### config.mk
export PLATFORM = sky130hd
export DESIGN_NAME = id_issue_stage
export DESIGN_NICKNAME = d
export VERILOG_FILES = /design/src/rtl/id_issue_stage.sv
export SDC_FILE = /design/constraint.sdc
export NUM_CORES = 1
export LEC_CHECK = 0
export BUFFER_PORTS_ARGS = -buffer_cell sky130_fd_sc_hd__buf_4
export CORE_AREA = 5 5 355 357
export CTS_BUF_LIST = sky130_fd_sc_hd__clkbuf_8
export DETAILED_ROUTE_END_ITERATION = 12
export DIE_AREA = 0 0 360 362
export GPL_ROUTABILITY_DRIVEN = 0
export SYNTH_ARGS = -nofsm -noshare
export SYNTH_HDL_FRONTEND = slang
export SYNTH_SLANG_ARGS = --single-unit
export TNS_END_PERCENT = 20
### constraint.sdc
create_clock -name clk -period 7.77 [get_ports clk]
set_clock_uncertainty 0.05 [all_clocks]
set_input_delay 1.554 -clock clk [delete_from_list [all_inputs] [get_ports clk]]
set_output_delay 1.554 -clock clk [all_outputs]
set_load 0.02 [all_outputs]
### src/rtl/id_issue_stage.sv
// Decode-to-execute issue stage. It forwards operands from prioritised
// sources and runs a load-use interlock through a shift scoreboard.
// It handles valid/ready backpressure on both sides and flush.
module id_issue_stage #(
  parameter int unsigned XLEN     = 64,
  parameter int unsigned REG_AW   = 5,
  parameter int unsigned CTRL_W   = 128,
  parameter int unsigned NUM_FWD  = 3,
  parameter int unsigned LOAD_LAT = 1
) (
  input  logic                      clk,
  input  logic                      rst_n,
  input  logic                      in_valid,
  output logic                      in_ready,
  input  logic [XLEN-1:0]           in_pc,
  input  logic [CTRL_W-1:0]         in_ctrl,
  input  logic [REG_AW-1:0]         in_rs1,
  input  logic [REG_AW-1:0]         in_rs2,
  input  logic                      in_uses_rs1,
  input  logic                      in_uses_rs2,
  input  logic [REG_AW-1:0]         in_rd,
  input  logic                      in_wb,
  input  logic                      in_is_load,
  input  logic [XLEN-1:0]           rf_rs1_data,
  input  logic [XLEN-1:0]           rf_rs2_data,
  input  logic [NUM_FWD-1:0]        fwd_valid,
  input  logic [NUM_FWD-1:0]        fwd_wb,
  input  logic [NUM_FWD*REG_AW-1:0] fwd_rd,
  input  logic [NUM_FWD*XLEN-1:0]   fwd_data,
  input  logic                      flush,
  output logic                      out_valid,
  input  logic                      out_ready,
  output logic [XLEN-1:0]           out_pc,
  output logic [CTRL_W-1:0]         out_ctrl,
  output logic [XLEN-1:0]           out_rs1_val,
  output logic [XLEN-1:0]           out_rs2_val,
  output logic [REG_AW-1:0]         out_rd,
  output logic                      out_wb,
  output logic [31:0]               stall_cycles
);

  localparam int unsigned SB_N = LOAD_LAT;

  // Scoreboard slots: slot 0 is the youngest in-flight load.
  logic              sb_vld_q [SB_N];
  logic [REG_AW-1:0] sb_rd_q  [SB_N];
  logic              sb_vld_d [SB_N];
  logic [REG_AW-1:0] sb_rd_d  [SB_N];

  logic              out_valid_q;
  logic [XLEN-1:0]   out_pc_q;
  logic [CTRL_W-1:0] out_ctrl_q;
  logic [XLEN-1:0]   out_rs1_q;
  logic [XLEN-1:0]   out_rs2_q;
  logic [REG_AW-1:0] out_rd_q;
  logic              out_wb_q;
  logic [31:0]       stall_q;
  logic [31:0]       stall_d;

  logic            advance_c;
  logic            rs1_busy_c;
  logic            rs2_busy_c;
  logic            hazard_c;
  logic            fire_c;
  logic [XLEN-1:0] rs1_fwd_c;
  logic [XLEN-1:0] rs2_fwd_c;

  // Handshake: the output slot can take a new entry when it is empty or being drained.
  assign advance_c = ~out_valid_q | out_ready;
  assign hazard_c  = in_valid & ((in_uses_rs1 & rs1_busy_c) | (in_uses_rs2 & rs2_busy_c));
  assign in_ready  = advance_c & ~hazard_c & ~flush;
  assign fire_c    = in_valid & in_ready;

  // Source registers that are still waiting for an in-flight load result; x0 is never busy.
  always_comb begin
    rs1_busy_c = 1'b0;
    rs2_busy_c = 1'b0;
    for (int k = 0; k < int'(SB_N); k++) begin
      if (sb_vld_q[k] && (sb_rd_q[k] == in_rs1)) rs1_busy_c = 1'b1;
      if (sb_vld_q[k] && (sb_rd_q[k] == in_rs2)) rs2_busy_c = 1'b1;
    end
    if (in_rs1 == '0) rs1_busy_c = 1'b0;
    if (in_rs2 == '0) rs2_busy_c = 1'b0;
  end

  // Operand forwarding: walk oldest to youngest so the lowest index wins.
  always_comb begin
    rs1_fwd_c = rf_rs1_data;
    rs2_fwd_c = rf_rs2_data;
    for (int i = int'(NUM_FWD) - 1; i >= 0; i--) begin
      if (fwd_valid[i] && fwd_wb[i] && (fwd_rd[i*REG_AW +: REG_AW] == in_rs1))
        rs1_fwd_c = fwd_data[i*XLEN +: XLEN];
      if (fwd_valid[i] && fwd_wb[i] && (fwd_rd[i*REG_AW +: REG_AW] == in_rs2))
        rs2_fwd_c = fwd_data[i*XLEN +: XLEN];
    end
    if (in_rs1 == '0) rs1_fwd_c = '0;
    if (in_rs2 == '0) rs2_fwd_c = '0;
  end

  // Scoreboard next state: shift on advance. A flush kills slot 0 because a flushed input never fires.
  always_comb begin
    for (int k = 0; k < int'(SB_N); k++) begin
      sb_vld_d[k] = sb_vld_q[k];
      sb_rd_d[k]  = sb_rd_q[k];
    end
    if (advance_c) begin
      sb_vld_d[0] = fire_c & in_is_load & in_wb & (in_rd != '0);
      sb_rd_d[0]  = in_rd;
      for (int k = 1; k < int'(SB_N); k++) begin
        sb_vld_d[k] = sb_vld_q[k-1];
        sb_rd_d[k]  = sb_rd_q[k-1];
      end
    end else if (flush) begin
      sb_vld_d[0] = 1'b0;
    end
  end

  // Scoreboard register.
  always_ff @(posedge clk or negedge rst_n) begin
    if (!rst_n) begin
      for (int k = 0; k < int'(SB_N); k++) begin
        sb_vld_q[k] <= 1'b0;
        sb_rd_q[k]  <= '0;
      end
    end else begin
      for (int k = 0; k < int'(SB_N); k++) begin
        sb_vld_q[k] <= sb_vld_d[k];
        sb_rd_q[k]  <= sb_rd_d[k];
      end
    end
  end

  // Bubble counter: counts only cycles that really insert a bubble. It saturates at all-ones.
  always_comb begin
    stall_d = stall_q;
    if (advance_c && hazard_c && !flush && (stall_q != 32'hFFFF_FFFF))
      stall_d = stall_q + 32'd1;
  end

  // Stall counter register.
  always_ff @(posedge clk or negedge rst_n) begin
    if (!rst_n) stall_q <= '0;
    else        stall_q <= stall_d;
  end

  // ID/EX output register: flush kills, backpressure holds, fire loads, otherwise bubble.
  always_ff @(posedge clk or negedge rst_n) begin
    if (!rst_n) begin
      out_valid_q <= 1'b0;
      out_pc_q    <= '0;
      out_ctrl_q  <= '0;
      out_rs1_q   <= '0;
      out_rs2_q   <= '0;
      out_rd_q    <= '0;
      out_wb_q    <= 1'b0;
    end else if (flush) begin
      out_valid_q <= 1'b0;
    end else if (advance_c) begin
      out_valid_q <= fire_c;
      if (fire_c) begin
        out_pc_q   <= in_pc;
        out_ctrl_q <= in_ctrl;
        out_rs1_q  <= rs1_fwd_c;
        out_rs2_q  <= rs2_fwd_c;
        out_rd_q   <= in_rd;
        out_wb_q   <= in_wb;
      end
    end
  end

  assign out_valid    = out_valid_q;
  assign out_pc       = out_pc_q;
  assign out_ctrl     = out_ctrl_q;
  assign out_rs1_val  = out_rs1_q;
  assign out_rs2_val  = out_rs2_q;
  assign out_rd       = out_rd_q;
  assign out_wb       = out_wb_q;
  assign stall_cycles = stall_q;

endmodule
# --- After elaboration in Yosys (flattened, before gate mapping) ---
# Cells that the tools add are included.
totals:
  output_inout_bits: 360
  reg_bits: 365
  elab_cells: 70
classes:
  add_sub_neg: 1
  bitwise: 14
  n_eq_ne: 9
  n_reduce_logical: 20
  mux: 16
ops:
  columns: ["operator", "count"]
  rows:
  - ["$mux 64", 8]
  - ["$eq 5x5->1", 8]
  - ["$add 32x1->32 const B", 1]
  - ["$ne 32x32->1 const B", 1]
  - ["$logic_and 1x1->1", 14]
  - ["$logic_not 5->1", 2]
  - ["$and 1x1->1", 9]
  - ["$mux 1", 8]
  - ["$reduce_bool 5->1", 1]
  - ["$not 1->1", 3]
  - ["$reduce_and 3->1", 1]
  - ["$or 1x1->1", 2]
  - ["$reduce_bool 2->1", 1]
  - ["$logic_not 1->1", 1]

# --- Longest topological paths before layout ---
# Gate-level depths: netlist (run 1).
logic_depth:
  ltp_word: 15
  depth_mapped: 10

# --- Worst setup path before layout (run 1) ---
# Ideal clock, no wire load.
synth_timing:
  path_type: "in2out"
  start: "input in_rs2[1]"
  end: "output in_ready"
  path_buffers: 4
  arrival_time_ns: 3.520
  stages: 8
  required_time_ns: 6.166
  setup_slack_ns: 2.646
  cell_sequence: "buf_2 -> or4_4 -> o211ai_2 -> o22ai_2 -> clkbuf_1 -> clkbuf_1 -> buf_1 -> a31oi_1"
synth_via:
  elab_chain_len: 10
synth_rtl:
  columns: ["item", "line_no", "text"]
  rows:
  - ["from (decl)", "18", "input logic [REG_AW-1:0] in_rs2,"]
  - ["$eq 5x5->1", "80", "if (sb_vld_q[k] && (sb_rd_q[k] == in_rs2)) rs2_busy_c = 1'b1;"]
  - ["$logic_and 1x1->1", "80", null]
  - ["$mux 1", "80", null]
  - ["$mux 1 *", "83", "if (in_rs2 == '0) rs2_busy_c = 1'b0;"]
  - ["$and 1x1->1 *", "70", "assign hazard_c = in_valid & ((in_uses_rs1 & rs1_busy_c) | (in_uses_rs2 & rs2_busy_c));"]
  - ["$or 1x1->1 *", "70", null]
  - ["$and 1x1->1 *", "70", null]
  - ["$not 1->1 *", "71", "assign in_ready = advance_c & ~hazard_c & ~flush;"]
  - ["$and 1x1->1 * (2 in series)", "71", null]
  - ["to (decl)", "14", "output logic in_ready,"]
# Every way passes the cells marked *; elsewhere a longest branch is shown, timed or not.

# --- Worst setup path in the final report (run 1) ---
# Ends and elaborated chain as after synthesis.

==> results of run 1 <==
[power by group]
| group | internal, mW | switching, mW | leakage, nW | total, mW |
|---|---|---|---|---|
| logic | 0.822 | 0.993 | 9.03 | 1.82 |
| clock network | 1.14 | 0.980 | 0.866 | 2.12 |
| registers | 2.20 | 0.219 | 4.42 | 2.42 |
| total | 4.16 | 2.19 | 14.3 | 6.36 |
[logic make-up after synthesis]
family / after synthesis
compound gates: 533
xor+xnor: 71
fa+ha+maj: 1
buf+inv: 192
flops: 365
mux: 234
simple gates: 453
[critical path: cells and delay by family]
kind	cells	cell delay (ns)
AND/OR/NAND/NOR	1	0.56
AO/OA/AOI/OAI	3	0.65
buffers and inverters	2	0.35
[state kept, by name, indices dropped and copies added (netlist names)]
name,count
out_ctrl,128
out_pc,64
out_rd,5
out_rs1_val,64
out_rs2_val,64
out_valid,1
out_wb,1
sb_rd_q,5
sb_vld_q,1
stall_cycles,32
[worst min-delay path by stage]
stage	start	endpoint	slack [ns]	cells past startpoint
after floorplan	sb_rd_q[0]	sb_rd_q[0]	0.49	1
after global placement	out_ctrl[77]	out_ctrl[77]	0.42	1
after detailed placement	out_pc[0]	out_pc[0]	0.43	1
after CTS	out_ctrl[112]	out_ctrl[112]	0.44	1
after global routing	out_ctrl[82]	out_ctrl[82]	0.44	1
final	out_pc[26]	out_pc[26]	0.43	1
[routing by layer]
metal	wire [um]	share of wire [%]	track usage, %	up-vias
li1	-	-	-	8787
met1	43050	39	19.16	10070
met2	51640	47	25.96	1051
met3	10410	9.5	5.323	191
met4	4177	3.8	6.473	16
met5	103	0.094	0	-
[layout make-up]
cell class	count	area share, %
Multi-Input combinational cell	1292	32.86
Sequential cell	365	30.85
Timing Repair Buffer	944	24.08
Tap cell	1637	6.916
Clock buffer	91	4.229
Clock inverter	35	0.9083
Antenna cell	10	0.08450
Inverter	5	0.06337
[per-stage QoR]
stage,hold slack (ns),std cells,worst slack [ns]
finish,0.4330,4379,3.050
global route,0.4428,4373,3.030
CTS,0.4379,4369,3.065
detailed placement,0.4260,4243,2.760
global placement,0.4181,4243,2.824
floorplan,0.4950,1849,2.646
[placed cells by master, fill, tap and decap left out, drive strengths merged, types with 34 or more instances in the layout]
cell type  count
buf          944
dfrtp        365
mux2         203
and3         186
a31oi        138
a22oi        126
nand3         98
o211ai        98
clkbuf        91
a211o         87
nand2         60
nor2          49
xor2          44
o2bb2ai       39
inv           35
a21oi         34
[synth_stat cells, types with 6 or more instances]
cell / count
mux2i_1: 31
a211o_1: 87
mux2_2: 59
nand3_1: 98
clkbuf_1: 110
o2bb2ai_1: 39
and2_1: 6
a31oi_1: 138
and4_1: 6
xor2_1: 44
buf_2: 38
o211ai_1: 96
dfrtp_1: 365
mux2_1: 144
buf_6: 17
a21oi_1: 33
nor2_1: 49
nand2_1: 59
xnor2_1: 27
nor3_1: 9
nand4_1: 13
nor4_1: 11
a22oi_1: 126
and3_1: 186
buf_4: 19
==> run metrics, run 1 <==
top cell type's share of synthesized area=46.27%; worst min path class=flop to flop; Final setup viols=0; Core ar.=122700 um2; post-route cell area=29620 um2; cell mode on critical path=buf_4; fin crit share=60.75%; Seq/Total Area, Yosys=46.27%; Synth warnings=0; synth unique cells=49; CP peak stage delay=0.56 ns; syn nets=2407; die height=362 um; Final min period=4.720 ns; worst reg2reg startpoint=out_valid; Multi-input gate area=9733 um2; TritonCTS Sinks=365; Slew HR=23.29%; critical path launch point type=input pin; status=finished, final reports clean; deepest clock path buffer count=3; CP required=6.17 ns; async set-reset flop share out of synthesis=100.0%; DR DRC count=0; hold_buf cts=0; Final Util=24.14%; syn_area_per_cell=10.68 um2; CP endpoint kind=primary output; htree depth=3; Setup crit end=in_ready; Worst-Margin Slew=1.151 ns; largest net degree at the start of global routing=129; Syn Std Cell Area=19740 um2; Synth Area in Simple Gates=12.58%; Synth area leaders=dfrtp_1, mux2_1, and3_1; crit path kind=input pin to primary output; 1st-iter DRT viols=1355; CTS resizes=0; TNS Setup=0 ns; Die ar.=130300 um2; Max Slew Vio Count=0; Fillers=13220; multiplexer area fraction after synthesis=13.15%; compound-cell area share of the yosys netlist=19.89%; leading area contributor after synthesis=dfrtp_1; reg-to-reg slack, setup=4.19 ns; Reg-to-Reg End=out_rs2_val[5]; Reg area=9138 um2; Post-DRT Antenna Nets=0; Max Fclk=211.8 MHz; GRT Total Usage=15.85%; total wire length=109.4 mm; layout cell share with drive strength beyond 1=41.43%; Via density=4.593; Starting Density=16.09%; Detailed Routing Iterations Pass 1=5; FF+latch count, synth=365; post-CTS setup buffers=0; RSZ-0062 raised after global routing=no; R2R depth=7; CTS Buf Count=73; Adder-Cell Fraction of Synth Area=0.06338%; initial antenna violation count=31; clk slew on worst S/H paths=0.05 ns; total of max-cap violations=0; CTS tree=done; # port buffers=916; dpl cell area=28070 um2; number of global-route vias before repair=20530; global-route wire length before repair=152.5 mm; XOR/XNOR Fraction of Synth Area=3.150%; via count=20110; GRT Residual Overflow=0; WL/cell=24.98 um; Crit-path slowest cell=or4_4; worst-path fanout max=5; die width=360 um; largest family of logic cells by synthesized area=compound AO/OA/AOI/OAI gates; Syn Inst Count=1849; main flop type after synthesis=dfrtp_1; VDD IR-drop max=120.2 uV; CP arrival=3.12 ns; Hold Vio Cnt, Final=0; # IOs=917; Nets=3239; Root Driver=clkbuf_8; critical-path cell list=buf_4, or4_4, o211ai_2, o22ai_4, a31oi_1, buf_4; Layout Area Growth over Synthesis=50.02%; power per cell area=214.6 nW/um2; Worst setup startpoint=in_rs2[1]; # rows=129; EDFF count, synth=0; Power Total=6.356 mW; DP HPWL=80.86 mm; Pleak=14.32 nW; insertion delay to the later sink of the worst-skew pair=0.73 ns
Note: power is estimated with default switching activity, not from simulation.
==> inputs of run 2 (changes only) <==
--- a/config.mk
+++ b/config.mk
@@ -6,10 +6,10 @@
 export NUM_CORES = 1
 export LEC_CHECK = 0
 export BUFFER_PORTS_ARGS = -buffer_cell sky130_fd_sc_hd__buf_4
-export CORE_AREA = 5 5 355 357
+export CORE_AREA = 5 5 358 360
 export CTS_BUF_LIST = sky130_fd_sc_hd__clkbuf_8
 export DETAILED_ROUTE_END_ITERATION = 12
-export DIE_AREA = 0 0 360 362
+export DIE_AREA = 0 0 363 365
 export GPL_ROUTABILITY_DRIVEN = 0
 export SYNTH_ARGS = -nofsm -noshare
 export SYNTH_HDL_FRONTEND = slang
==> constraint.sdc (replaced) <==
create_clock -name clk -period 4.4 [get_ports clk]
set_clock_uncertainty 0.05 [all_clocks]
set_input_delay 0.88 -clock clk [delete_from_list [all_inputs] [get_ports clk]]
set_output_delay 0.88 -clock clk [all_outputs]
set_load 0.02 [all_outputs]
==> run metrics, run 2 (synthesized netlist as in run 1, its figures left out) <==
R2R depth=7 (unchanged); CTS Buf Count=71 (-2.7%); Max Fclk=303.1 MHz; Detailed Routing Iterations Pass 1=6 (+1); die height=365 um (+0.83%); M1 wire length=43.45 mm (+0.95%); Endpoint, Worst Hold=out_pc[9]; Worst-Margin Slew=0.8743 ns (-0.2764 ns); largest net degree at the start of global routing=87 (-33%); highest metal used=met5; via count=20480 (+1.8%); reg-to-reg slack, setup=1.56 ns (-2.63 ns); # IOs=917 (unchanged); clk slew on worst S/H paths=0.06 ns (about the same); TNS Setup=0 ns (unchanged); Layout Area Growth over Synthesis=52.77%; CP endpoint kind=primary output; global-route wire length before repair=154.4 mm (+1.3%); Final setup viols=0 (unchanged); power per cell area=377.8 nW/um2 (+76%); CP peak stage delay=0.55 ns (about the same); total of max-cap violations=0 (unchanged); Root Driver=clkbuf_8; most common cell after layout, fill and taps aside=buf_4; routed wl met2=52.99 mm (+2.6%); DR DRC count=0 (unchanged); Hold Vio Cnt, Final=0 (unchanged); Post-DRT Antenna Nets=0 (unchanged); layout cell share with drive strength beyond 1=42.18% (+0.74 points); crit path kind=input pin to primary output; # port buffers=916 (unchanged); DP HPWL=83.63 mm (+3.4%); critical-path cell list=buf_4, or4_4, o211ai_2, o22ai_4, a31oi_1, buf_4; Pleak=14.55 nW (+1.6%); Final min period=3.299 ns; CTS tree=done; GRT Residual Overflow=0 (unchanged); TritonCTS Sinks=365 (unchanged); critical path launch point type=input pin; crit-path leading delay family=compound AO/OA/AOI/OAI gates; GRT Total Usage=16.02% (+0.17 points); WL/cell=25.31 um (+1.3%); insertion delay to the later sink of the worst-skew pair=0.78 ns (+0.05 ns); 1st-iter DRT viols=1702 (+26%); CP required=3.47 ns (-2.70 ns); Core ar.=124800 um2 (+1.7%); Max Slew Vio Count=0 (unchanged); worst min path class=input pin to flop; hold path depth=2 (+1); hold path startpoint=in_pc[9]; Slew HR=41.18% (+18 points); deepest clock path buffer count=3 (unchanged); total wire length=112.0 mm (+2.4%); Via density=4.628 (+0.76%); initial antenna violation count=31 (unchanged); max FFs per register=128 (unchanged); VDD IR-drop max=187.6 uV (+56%); Crit-path slowest cell=or4_4; status=finished, final reports clean; post-route cell area=30160 um2 (+1.8%); cell mode on critical path=buf_4; Nets=3266 (+0.83%); post-CTS setup buffers=0 (unchanged); most frequent cells in the layout=buf_4, dfrtp_1, and3_1; RSZ-0062 raised after global routing=no; dpl cell area=28520 um2 (+1.6%); met3 wire length=11.00 mm (+5.7%); worst reg2reg startpoint=out_valid; fin crit share=74.98%; # rows=130 (+0.78%); worst-path fanout max=5 (unchanged); Starting Density=15.82% (-0.27 points); Fillers=13340 (+0.87%); htree depth=3 (unchanged); number of global-route vias before repair=20880 (+1.7%); die width=363 um (+0.83%); CP arrival=2.37 ns (-0.75 ns); Reg-to-Reg End=out_rs1_val[12]; Die ar.=132500 um2 (+1.7%); CP Buf/Inv Count=2 (unchanged)
==> run 2: cell types whose count changed in the layout (fill, tap and decap cells not counted), moves of 2 or more <==
cell	previous run	this run
buf_12	3	21
buf_4	940	950
bufinv_16	2	4
clkinvlp_4	0	2
diode_2	10	13
inv_1	28	24
==> run 2: routing by layer <==
layer / vias up / GRT usage [%]
met1: 10170 / 19.00
met4: 12 / 7.028
met2: 1197 / 26.37
met3: 231 / 5.509
met5: - / 0
li1: 8866 / -
==> run 2: final cells by class <==
cell class,instances,area (um2),area share [%]
multi-input combinational,1292,9733,32.27
sequential,365,9138,30.30
timing repair buffer,973,7577,25.12
tap,1650,2064,6.845
clock buffer,92,1266,4.198
clock inverter,35,329.1,1.091
antenna,13,32.53,0.1079
inverter,5,18.77,0.06223
==> run 2: worst max path at each step <==
stage	start	endpoint	slack, ns	cells past startpoint
3_5_place_dp	in_rs2[4]	out_rs2_val[8]	0.79	8
6_report	in_rs2[1]	in_ready	1.10	6
5_1_grt	sb_rd_q[2]	in_ready	1.03	5
2_1_floorplan	in_rs2[1]	in_ready	0.62	8
3_3_place_gp	in_rs2[4]	out_rs2_val[40]	0.81	8
4_1_cts	sb_rd_q[4]	in_ready	1.07	5
==> run 2: through the flow <==
step	total power, mW	util, %	setup slack (ns)	hold slack [ns]	cells
floorplan	5.675	-	0.6242	0.4950	1849
global placement	7.537	22.86	0.8127	0.4187	4284
detailed placement	7.586	22.86	0.7910	0.4260	4284
CTS	11.58	24.15	1.071	0.09366	4412
global route	11.93	24.16	1.034	0.1680	4417
finish	11.39	24.17	1.101	0.2675	4425
==> run 2: what timing repair did <==
action                                 4_1_cts  5_1_grt
endpoints found under the hold margin        1        0
gates resized for setup                      0        0
hold buffers                                 1        0
==> run 2: where the power goes <==
part	internal (mW)	total [mW]	switching (mW)
Combinational	1.47	3.24	1.76
Clock	2.15	3.88	1.73
Sequential	3.89	4.28	0.389
Total	7.52	11.4	3.88
